### config.mk
export PLATFORM = sky130hd
export DESIGN_NAME = multi_channel_convolution
export DESIGN_NICKNAME = d
export VERILOG_FILES = /design/src/rtl/multi_channel_convolution.sv
export SDC_FILE = /design/constraint.sdc
export NUM_CORES = 1
export LEC_CHECK = 0
export CORE_MARGIN = 8
export CORE_UTILIZATION = 55
export CTS_BUF_LIST = sky130_fd_sc_hd__clkbuf_2
export DETAILED_ROUTE_END_ITERATION = 6
export GPL_TIMING_DRIVEN = 0
export HOLD_SLACK_MARGIN = 0.08
export PLACE_DENSITY = 0.79
export SETUP_SLACK_MARGIN = 0.2
export SLEW_MARGIN = 20
export SYNTH_ARGS = -nofsm -noshare
export SYNTH_HDL_FRONTEND = slang
export SYNTH_SLANG_ARGS = --single-unit
export TNS_END_PERCENT = 20
### constraint.sdc
create_clock -name clk -period 16.6 [get_ports clk]
set_input_delay 1.66 -clock clk [delete_from_list [all_inputs] [get_ports clk]]
set_output_delay 1.66 -clock clk [all_outputs]
set_load 0.02 [all_outputs]
### src/rtl/multi_channel_convolution.sv
// -----------------------------------------------------------------------------
// multi_channel_convolution
//
// Valid-region 2-D convolution over `channels` input planes, summing every
// channel into a single output feature map, with a configurable stride.
// Image pixels are fetched through an external synchronous-read memory
// (data returns one cycle after the read strobe). Coefficients live in an
// internal register file that can be written while the engine is idle.
// Each accumulated result is arithmetically shifted, saturated to dataWidth,
// optionally clamped at zero (ReLU), and offered on a valid/ready stream.
//
// Ports
//   clk               rising-edge clock
//   reset             asynchronous, active-high reset
//   startConvolution  start pulse, only looked at while idle
//   reluEnable        captured at start; 1 clamps negative results to 0
//   filterWe          coefficient write strobe (idle only)
//   filterAddr        coefficient index ch*FR*FC + fr*FC + fc
//   filterDataIn      signed coefficient
//   imageAddr         image read address ch*IR*IC + r*IC + c
//   imageRe           image read strobe
//   imageDataIn       signed image data, valid the cycle after imageRe
//   write_data_output signed output pixel
//   convDone_         output valid
//   outReady          downstream ready
//   busy              engine is not idle
//   fullConvDone_out  one-cycle pulse after the final output handshake
//
// accWidth must exceed dataWidth + filterDataWidth.
// -----------------------------------------------------------------------------
module multi_channel_convolution #(
    parameter int imageRow           = 8,
    parameter int imageColumn        = 8,
    parameter int filterRow          = 3,
    parameter int filterColumn       = 3,
    parameter int channels           = 2,
    parameter int stride             = 1,
    parameter int imageAddressWidth  = 16,
    parameter int filterAddressWidth = 5,
    parameter int dataWidth          = 16,
    parameter int filterDataWidth    = 4,
    parameter int accWidth           = 28,
    parameter int outShift           = 0
) (
    input  logic                                 clk,
    input  logic                                 reset,
    input  logic                                 startConvolution,
    input  logic                                 reluEnable,
    input  logic                                 filterWe,
    input  logic        [filterAddressWidth-1:0] filterAddr,
    input  logic signed [filterDataWidth-1:0]    filterDataIn,
    output logic        [imageAddressWidth-1:0]  imageAddr,
    output logic                                 imageRe,
    input  logic signed [dataWidth-1:0]          imageDataIn,
    output logic signed [dataWidth-1:0]          write_data_output,
    output logic                                 convDone_,
    input  logic                                 outReady,
    output logic                                 busy,
    output logic                                 fullConvDone_out
);

    localparam int OUT_ROW    = (imageRow - filterRow) / stride + 1;
    localparam int OUT_COL    = (imageColumn - filterColumn) / stride + 1;
    localparam int K_LEN      = filterRow * filterColumn * channels;
    localparam int PROD_W     = dataWidth + filterDataWidth;
    localparam int COEF_DEPTH = 2 ** filterAddressWidth;

    typedef logic [imageAddressWidth-1:0]  addr_t;
    typedef logic [filterAddressWidth-1:0] kidx_t;

    localparam addr_t PLANE_A   = addr_t'(imageRow * imageColumn);
    localparam addr_t IMG_COL_A = addr_t'(imageColumn);
    localparam addr_t STRIDE_A  = addr_t'(stride);
    localparam addr_t FC_LAST   = addr_t'(filterColumn - 1);
    localparam addr_t FR_LAST   = addr_t'(filterRow - 1);
    localparam addr_t CH_LAST   = addr_t'(channels - 1);
    localparam addr_t OC_LAST   = addr_t'(OUT_COL - 1);
    localparam addr_t OR_LAST   = addr_t'(OUT_ROW - 1);
    localparam kidx_t K_LAST    = kidx_t'(K_LEN - 1);

    typedef enum logic [2:0] {
        S_IDLE  = 3'd0,
        S_MAC   = 3'd1,
        S_DRAIN = 3'd2,
        S_OUT   = 3'd3,
        S_DONE  = 3'd4
    } state_t;

    // Clamp to the signed dataWidth range.
    function automatic logic signed [dataWidth-1:0] saturate(
        input logic signed [accWidth-1:0] value
    );
        logic signed [accWidth-1:0]  max_v;
        logic signed [accWidth-1:0]  min_v;
        logic signed [dataWidth-1:0] res;
        max_v = {{(accWidth-dataWidth+1){1'b0}}, {(dataWidth-1){1'b1}}};
        min_v = ~max_v;
        if (value > max_v) begin
            res = max_v[dataWidth-1:0];
        end else if (value < min_v) begin
            res = min_v[dataWidth-1:0];
        end else begin
            res = value[dataWidth-1:0];
        end
        return res;
    endfunction

    function automatic logic signed [dataWidth-1:0] apply_relu(
        input logic signed [dataWidth-1:0] value,
        input logic                        enable
    );
        logic signed [dataWidth-1:0] res;
        res = value;
        if (enable && value[dataWidth-1]) begin
            res = '0;
        end
        return res;
    endfunction

    function automatic logic signed [dataWidth-1:0] post_process(
        input logic signed [accWidth-1:0] acc,
        input logic                       relu
    );
        logic signed [accWidth-1:0] shifted;
        shifted = acc >>> outShift;
        return apply_relu(saturate(shifted), relu);
    endfunction

    // Control state
    state_t r_state;
    state_t w_next;

    // Kernel tap and output position counters
    kidx_t r_k;
    addr_t r_fc;
    addr_t r_fr;
    addr_t r_ch;
    addr_t r_orow;
    addr_t r_ocol;

    logic  r_relu;
    addr_t r_addr_hold;

    // Coefficient register file (never reset)
    logic signed [filterDataWidth-1:0] r_coef_mem [COEF_DEPTH];

    // Stage p1: coefficient aligned with the returning image word
    logic signed [filterDataWidth-1:0] r_coef_p1;
    logic                              r_vld_p1;

    logic signed [accWidth-1:0]  r_acc;
    logic signed [dataWidth-1:0] r_out;

    logic                        w_last_tap;
    logic                        w_last_pix;
    addr_t                       w_row;
    addr_t                       w_col;
    addr_t                       w_addr;
    logic signed [PROD_W-1:0]    w_prod;
    logic signed [accWidth-1:0]  w_prod_ext;
    logic signed [accWidth-1:0]  w_acc_sum;

    assign w_last_tap = (r_k == K_LAST);
    assign w_last_pix = (r_orow == OR_LAST) && (r_ocol == OC_LAST);

    assign w_row  = r_orow * STRIDE_A + r_fr;
    assign w_col  = r_ocol * STRIDE_A + r_fc;
    assign w_addr = r_ch * PLANE_A + w_row * IMG_COL_A + w_col;

    // The product of the previous cycle's read is folded in only when that
    // cycle actually issued a read.
    assign w_prod     = imageDataIn * r_coef_p1;
    assign w_prod_ext = {{(accWidth-PROD_W){w_prod[PROD_W-1]}}, w_prod};
    assign w_acc_sum  = r_vld_p1 ? (r_acc + w_prod_ext) : r_acc;

    assign busy              = (r_state != S_IDLE);
    assign imageRe           = (r_state == S_MAC);
    assign convDone_         = (r_state == S_OUT);
    assign fullConvDone_out  = (r_state == S_DONE);
    assign write_data_output = r_out;
    // Address is live while reading, otherwise frozen at the last one issued.
    assign imageAddr         = imageRe ? w_addr : r_addr_hold;

    always_ff @(posedge clk or posedge reset) begin
        if (reset) begin
            r_state <= S_IDLE;
        end else begin
            r_state <= w_next;
        end
    end

    always_comb begin
        w_next = r_state;
        case (r_state)
            S_IDLE: begin
                if (startConvolution) begin
                    w_next = S_MAC;
                end
            end
            S_MAC: begin
                if (w_last_tap) begin
                    w_next = S_DRAIN;
                end
            end
            S_DRAIN: begin
                w_next = S_OUT;
            end
            S_OUT: begin
                if (outReady) begin
                    w_next = w_last_pix ? S_DONE : S_MAC;
                end
            end
            S_DONE: begin
                w_next = S_IDLE;
            end
            default: begin
                w_next = S_IDLE;
            end
        endcase
    end

    // Coefficient writes are accepted only while idle, including the cycle
    // that samples startConvolution.
    always_ff @(posedge clk) begin
        if (filterWe && (r_state == S_IDLE)) begin
            r_coef_mem[filterAddr] <= filterDataIn;
        end
    end

    // Stage p0 -> p1: fetch the coefficient for the tap being read now.
    always_ff @(posedge clk) begin
        r_coef_p1 <= r_coef_mem[r_k];
    end

    always_ff @(posedge clk or posedge reset) begin
        if (reset) begin
            r_vld_p1    <= 1'b0;
            r_acc       <= '0;
            r_out       <= '0;
            r_relu      <= 1'b0;
            r_k         <= '0;
            r_fc        <= '0;
            r_fr        <= '0;
            r_ch        <= '0;
            r_orow      <= '0;
            r_ocol      <= '0;
            r_addr_hold <= '0;
        end else begin
            r_vld_p1 <= (r_state == S_MAC);
            case (r_state)
                S_IDLE: begin
                    if (startConvolution) begin
                        r_relu <= reluEnable;
                        r_acc  <= '0;
                        r_k    <= '0;
                        r_fc   <= '0;
                        r_fr   <= '0;
                        r_ch   <= '0;
                        r_orow <= '0;
                        r_ocol <= '0;
                    end
                end
                S_MAC: begin
                    r_acc       <= w_acc_sum;
                    r_addr_hold <= w_addr;
                    r_k         <= w_last_tap ? '0 : r_k + 1'b1;
                    // fc fastest, then fr, then ch
                    if (r_fc == FC_LAST) begin
                        r_fc <= '0;
                        if (r_fr == FR_LAST) begin
                            r_fr <= '0;
                            r_ch <= (r_ch == CH_LAST) ? '0 : r_ch + 1'b1;
                        end else begin
                            r_fr <= r_fr + 1'b1;
                        end
                    end else begin
                        r_fc <= r_fc + 1'b1;
                    end
                end
                S_DRAIN: begin
                    // Last product lands here; the finished sum is
                    // post-processed on the way into OUT.
                    r_acc <= w_acc_sum;
                    r_out <= post_process(w_acc_sum, r_relu);
                end
                S_OUT: begin
                    if (outReady && !w_last_pix) begin
                        r_acc <= '0;
                        if (r_ocol == OC_LAST) begin
                            r_ocol <= '0;
                            r_orow <= r_orow + 1'b1;
                        end else begin
                            r_ocol <= r_ocol + 1'b1;
                        end
                    end
                end
                default: begin
                end
            endcase
        end
    end

endmodule

==> results.cfg, run 1 <==
[placed_design]
gp_congestion = 0.920
numPortBuffers = 65
dpl-instance-area_um2 = 19300
dp_hpwl_mm = 32.2

[global_route]
grt_max_degree = 82
antenna_found_initial = 2
grt.total_usage = 0.224
grt_pass1_wl_mm = 70.1
first_global_vias = 14000
grt_overflow = 0

[clock_tree]
cts.clk_slew.worst_paths_ns = 0.12
clock_latency_ns = 0.86
post_cts_buffers = 0
clock_sinks = 282
cts_resized = 0
ctsRootBufferMaster = clkbuf_2
numCtsBuffers = 72
cts_tree = done
htree_num_levels = 3
clockBufferDepth = 3
cts_hold_buf = 0

[final_layout]
layout-drive-gt1-share = 0.108
finalInstanceArea_um2 = 19900
syn_to_final_growth_pct = 10.5
nNetsFinal = 2042

[timing]
slew_viol_final = 0
rsz0062_at_grt = no
setup-tns-final_ns = 0
hold_slack_ns = 0.486
hold_viol = 0
setup_viol = 0
post-route-min-period_ns = 7.68
finalCritPeriodShare = 0.462
max-slew-margin-rel = 0.314
skew_ns = 0.0710
fmax_mhz = 130
tightest_slew_ns = 1.03

[die]
die_h_um = 197
rows = 66
start_util = 0.557
die_x_um = 197
ios = 67
dieArea_um2 = 38800
coreArea_um2 = 32400

[setup_path]
max_stage_delay_ns = 0.68
r2r_cells = 18
critPathMaxFanout = 6
end_kind = output port
reg2reg_from = r_coef_p1[2]
worstSetupPathType = flop to output port
cp_cell_sequence = ha_1 -> a21o_1 -> a21oi_1 -> o21bai_1 -> a21oi_1 -> nor2b_1 -> o21a_1 -> nor2_1 -> xor2_1 -> fa_1 -> inv_1 -> ha_1 -> and2_1 -> a31oi_1 -> o21ai_0 -> o41ai_1 -> o21ai_0 -> xnor2_1 -> o21ai_0 -> clkdlybuf4s50_1
cp-start-kind = flop
worstPathRequired_ns = 14.94
reg2reg_setup_slack_ns = 9.66
slowest_stage = clkdlybuf4s50_1
rr_endpoint = write_data_output[5]
critPathMostFrequentCell = o21ai_0
critPathArrivalTime_ns = 6.02

[synthesis]
ys_types = 76
synth_edf_count = 128
ys_seq_area_frac = 0.426
syn_area_um2 = 18000
ys_seq_elements = 282
syn_nets = 1902
synthCells = 1680
yosysTopAreaCellShare = 0.213
synth-simple-area-share = 0.146
ys.flop_type = dfrtp_1
synth_most_common_cell = inv_1
async_reset_ff_frac = 0.532
yosysWarnings = 0
synth.mux.area_fraction = 0.0615
yosys-top-cells-count = inv_1, nor2_1, dfrtp_1
synthTopCellsByArea = edfxtp_1, dfrtp_1, fa_1
synth-xor-area-share = 0.0433
yosys.area_share.adder = 0.170
syn_area_per_cell_um2 = 10.7
synth_top_family_by_area = adder cells
synth_compound_area_frac = 0.106
synth_top_area_cell = edfxtp_1

[drt]
drt_iter0_drc = 1329
drc = 0
vias = 13400
postRouteAntennaNets = 0
first_pass_iters = 6
wl_per_cell_um = 18.2
vias_per_cell = 5.78
routed_wl_mm = 42.2

[hold_path]
min_path_type = flop to flop
whs_path_depth = 2
hold-path-endpoint = r_addr_hold[2]
hold_start = r_addr_hold[2]

[outcome]
status = finished clean

[run]
drv_cap = 0
layout by cell type (no fill, tap or decap), types with 20 or more instances in the layout:
cell type / count
clkbuf_1: 44
and3_1: 23
and2_1: 52
nor2_1: 160
o21ai_0: 120
nand2_1: 136
o31ai_1: 20
xnor2_1: 41
inv_1: 161
clkbuf_2: 98
nor3_1: 24
dfrtp_1: 150
xor2_1: 48
nand3_1: 46
mux4_2: 40
edfxtp_1: 128
a21oi_1: 55
nor2b_1: 22
fa_1: 89
ha_1: 102
clkdlybuf4s50_1: 61
through the flow:
step | cells | setup slack [ns] | util
floorplan | 1680 | 9.92 | -
global placement | 2187 | 8.61 | 0.594
detailed placement | 2188 | 8.43 | 0.595
CTS | 2315 | 8.88 | 0.616
global route | 2317 | 8.50 | 0.615
finish | 2317 | 8.92 | 0.615
per-layer routing:
metal / part of all wire / global-route usage / vias up / wire length, µm
met3: 0.071 / 0.0451 / 113 / 3000
met2: 0.49 / 0.380 / 518 / 20800
met4: 0.034 / 0.0908 / 0 / 1430
met1: 0.40 / 0.279 / 6561 / 17000
li1: - / - / 6196 / -
met5: 0 / 0 / - / 0
registers in the layout, indices dropped and copies added, names as in the netlist:
register,flops
r_state,3
r_coef_mem,128
r_k,5
r_fc,16
r_acc,28
r_addr_hold,16
write_data_output,16
r_ch,16
r_fr,16
r_ocol,16
r_vld_p1,1
r_orow,16
r_coef_p1,4
r_relu,1
critical path: cells and delay by family (launching register included):
family	cells	cell delay [ns]
adders and majority gates	3	1.06
DFF	1	0.48
buffers and inverters	2	0.75
and+or+nand+nor	3	0.39
xor gates and xnor gates	2	0.42
AOI/OAI and AO/OA	10	2.07
worst max path at each step:
stage | startpoint | end
final | r_fr[1] | imageAddr[15]
after global routing | r_fr[1] | imageAddr[15]
after CTS | r_fr[1] | imageAddr[15]
after detailed placement | imageDataIn[0] | write_data_output[0]
after global placement | imageDataIn[0] | write_data_output[2]
after floorplan | imageDataIn[15] | write_data_output[1]
final cells by class:
type	instances	area, µm²
buffer	59	262
clock buffer	98	490
multi-input combinational	1176	9470
antenna	2	5.00
inverter	163	619
timing repair buffer	66	658
tap	442	553
fill	2636	12500
sequential	282	7680
clock inverter	29	178
cells by family after synthesis:
group	after synthesis
AND/OR/NAND/NOR	540
AO/OA/AOI/OAI	296
flip-flops	282
buffers and inverters	222
adder cells (fa/ha/maj)	191
XOR/XNOR	89
multiplexers	60
Power of run 1 is left out: the tool's default activity adds up to more than one toggle a clock period on the data nets, which glitch-free logic cannot reach.
==> run 2: changes to the inputs <==
--- a/config.mk
+++ b/config.mk
@@ -11,7 +11,7 @@
 export DETAILED_ROUTE_END_ITERATION = 6
 export GPL_TIMING_DRIVEN = 0
 export HOLD_SLACK_MARGIN = 0.08
-export PLACE_DENSITY = 0.79
+export PLACE_DENSITY = 0.82
 export SETUP_SLACK_MARGIN = 0.2
 export SLEW_MARGIN = 20
 export SYNTH_ARGS = -nofsm -noshare
==> constraint.sdc (replaced) <==
create_clock -name clk -period 6.8 [get_ports clk]
set_input_delay 0.68 -clock clk [delete_from_list [all_inputs] [get_ports clk]]
set_output_delay 0.68 -clock clk [all_outputs]
set_load 0.02 [all_outputs]
==> results.cfg, run 2 (synthesis gave the netlist of run 1 again) <==
[timing]
max-slew-margin-rel = 0.206
setup-tns-final_ns = 0
tightest_slew_ns = 1.18
finalCritPeriodShare = 0.956
fmax_mhz = 154
skew_ns = 0.148
rsz0062_at_grt = yes
post-route-min-period_ns = 6.50
slew_viol_final = 0
setup_viol = 0
hold_viol = 0
setup_slack_ns = 0.300

[final_layout]
final_cell_mix = inv_1, nor2_1, dfrtp_1, nand2_1, edfxtp_1
multi_input_area_um2 = 9500
final_util = 0.618
largest_register_ffs = 128
layout-drive-gt1-share = 0.111
syn_to_final_growth_pct = 10.9
top_register = r_coef_mem
final_common_cell = inv_1
fillers = 2575
nNetsFinal = 2041
reg_top3 = r_coef_mem: 128 flops, r_acc: 28 flops
regArea_um2 = 7680

[drt]
wl_per_cell_um = 18.5
vias = 13400
routed_wl_mm = 42.9
drt_iter0_drc = 1343
first_pass_iters = 6
postRouteAntennaNets = 0
drc = 0
vias_per_cell = 5.79

[die]
start_util = 0.557
ios = 67
coreArea_um2 = 32400
die_x_um = 197
rows = 66
dieArea_um2 = 38800
die_h_um = 197

[global_route]
antenna_found_initial = 1
grt_overflow = 0
grt_pass1_wl_mm = 70.5
first_global_vias = 14000
grt_max_degree = 100
grt.total_usage = 0.225

[clock_tree]
post_cts_buffers = 0
numCtsBuffers = 71
cts_hold_buf = 0
ctsRootBufferMaster = clkbuf_2
htree_num_levels = 3
clock_latency_ns = 0.94
clockBufferDepth = 3
cts_tree = done
cts.clk_slew.worst_paths_ns = 0.10
clock_sinks = 282

[setup_path]
worstSetupPathType = flop to output port
critPathMaxFanout = 6
end_kind = output port
worstPathRequired_ns = 6.12
critPathArrivalTime_ns = 5.82
cp-start-kind = flop

[placed_design]
gp_congestion = 0.980
pre_cts_ws_ns = -0.423
dp_hpwl_mm = 31.9
numPortBuffers = 65

[run]
drv_cap = 0

[hold_path]
min_path_type = input port to flop

[outcome]
status = finished clean
[run 2: final timing paths]
check / start / endpoint / slack, ns / cells after the start
worst max-delay path: r_fr[0] / imageAddr[14] / 0.30 / 17
min in group asynchronous: reset / r_ocol[10] / 0.21 / 2
worst max register to register: r_coef_p1[3] / write_data_output[5] / 0.52 / 19
worst min-delay path: outReady / r_ocol[6] / 0.20 / 3
max in group asynchronous: reset / r_fr[3] / 5.72 / 3
worst min register to register: r_addr_hold[3] / r_addr_hold[3] / 0.48 / 2
[run 2: metrics by stage]
stage / cell area, µm² / cells / hold WS (ns)
finish: 20000 / 2318 / 0.204
global route: 20000 / 2318 / 0.180
CTS: 20000 / 2317 / 0.146
detailed placement: 19300 / 2188 / 0.467
global placement: 19200 / 2187 / 0.457
floorplan: 18000 / 1680 / 0.460
[run 2: what timing repair did]
item | CTS | global route
resized for setup | 1 | 13
setup endpoints to repair | 12 | 15
cloned | 0 | 0
[run 2: worst max-delay path: stages (launching register included)]
cell	delay, ns
dfrtp_1	0.47
ha_1	0.27
fa_1	0.49
inv_1	0.06
fa_1	0.48
inv_1	0.04
ha_1	0.29
ha_1	0.34
a21o_1	0.20
a21o_1	0.21
a21o_1	0.18
a21o_1	0.20
a21oi_1	0.20
o21ai_0	0.15
o41ai_1	0.33
xor2_1	0.17
o21ai_1	0.20
clkdlybuf4s50_1	0.64
[run 2: final cells by class]
cell class / count / area share
timing repair buffer: 66 / 0.0330
clock buffer: 97 / 0.0243
inverter: 163 / 0.0310
tap: 442 / 0.0277
buffer: 59 / 0.0134
sequential: 282 / 0.384
multi-input combinational: 1176 / 0.475
antenna: 1 / 0.000125
clock inverter: 32 / 0.0113
[run 2: routing by layer]
| layer | vias to the layer above | share of wire | GRT usage |
|---|---|---|---|
| li1 | 6187 | - | - |
| met1 | 6579 | 0.41 | 0.277 |
| met2 | 549 | 0.49 | 0.386 |
| met3 | 106 | 0.063 | 0.0376 |
| met4 | 0 | 0.037 | 0.103 |
| met5 | - | 0 | 0 |
Power of run 2 is left out for the same reason.
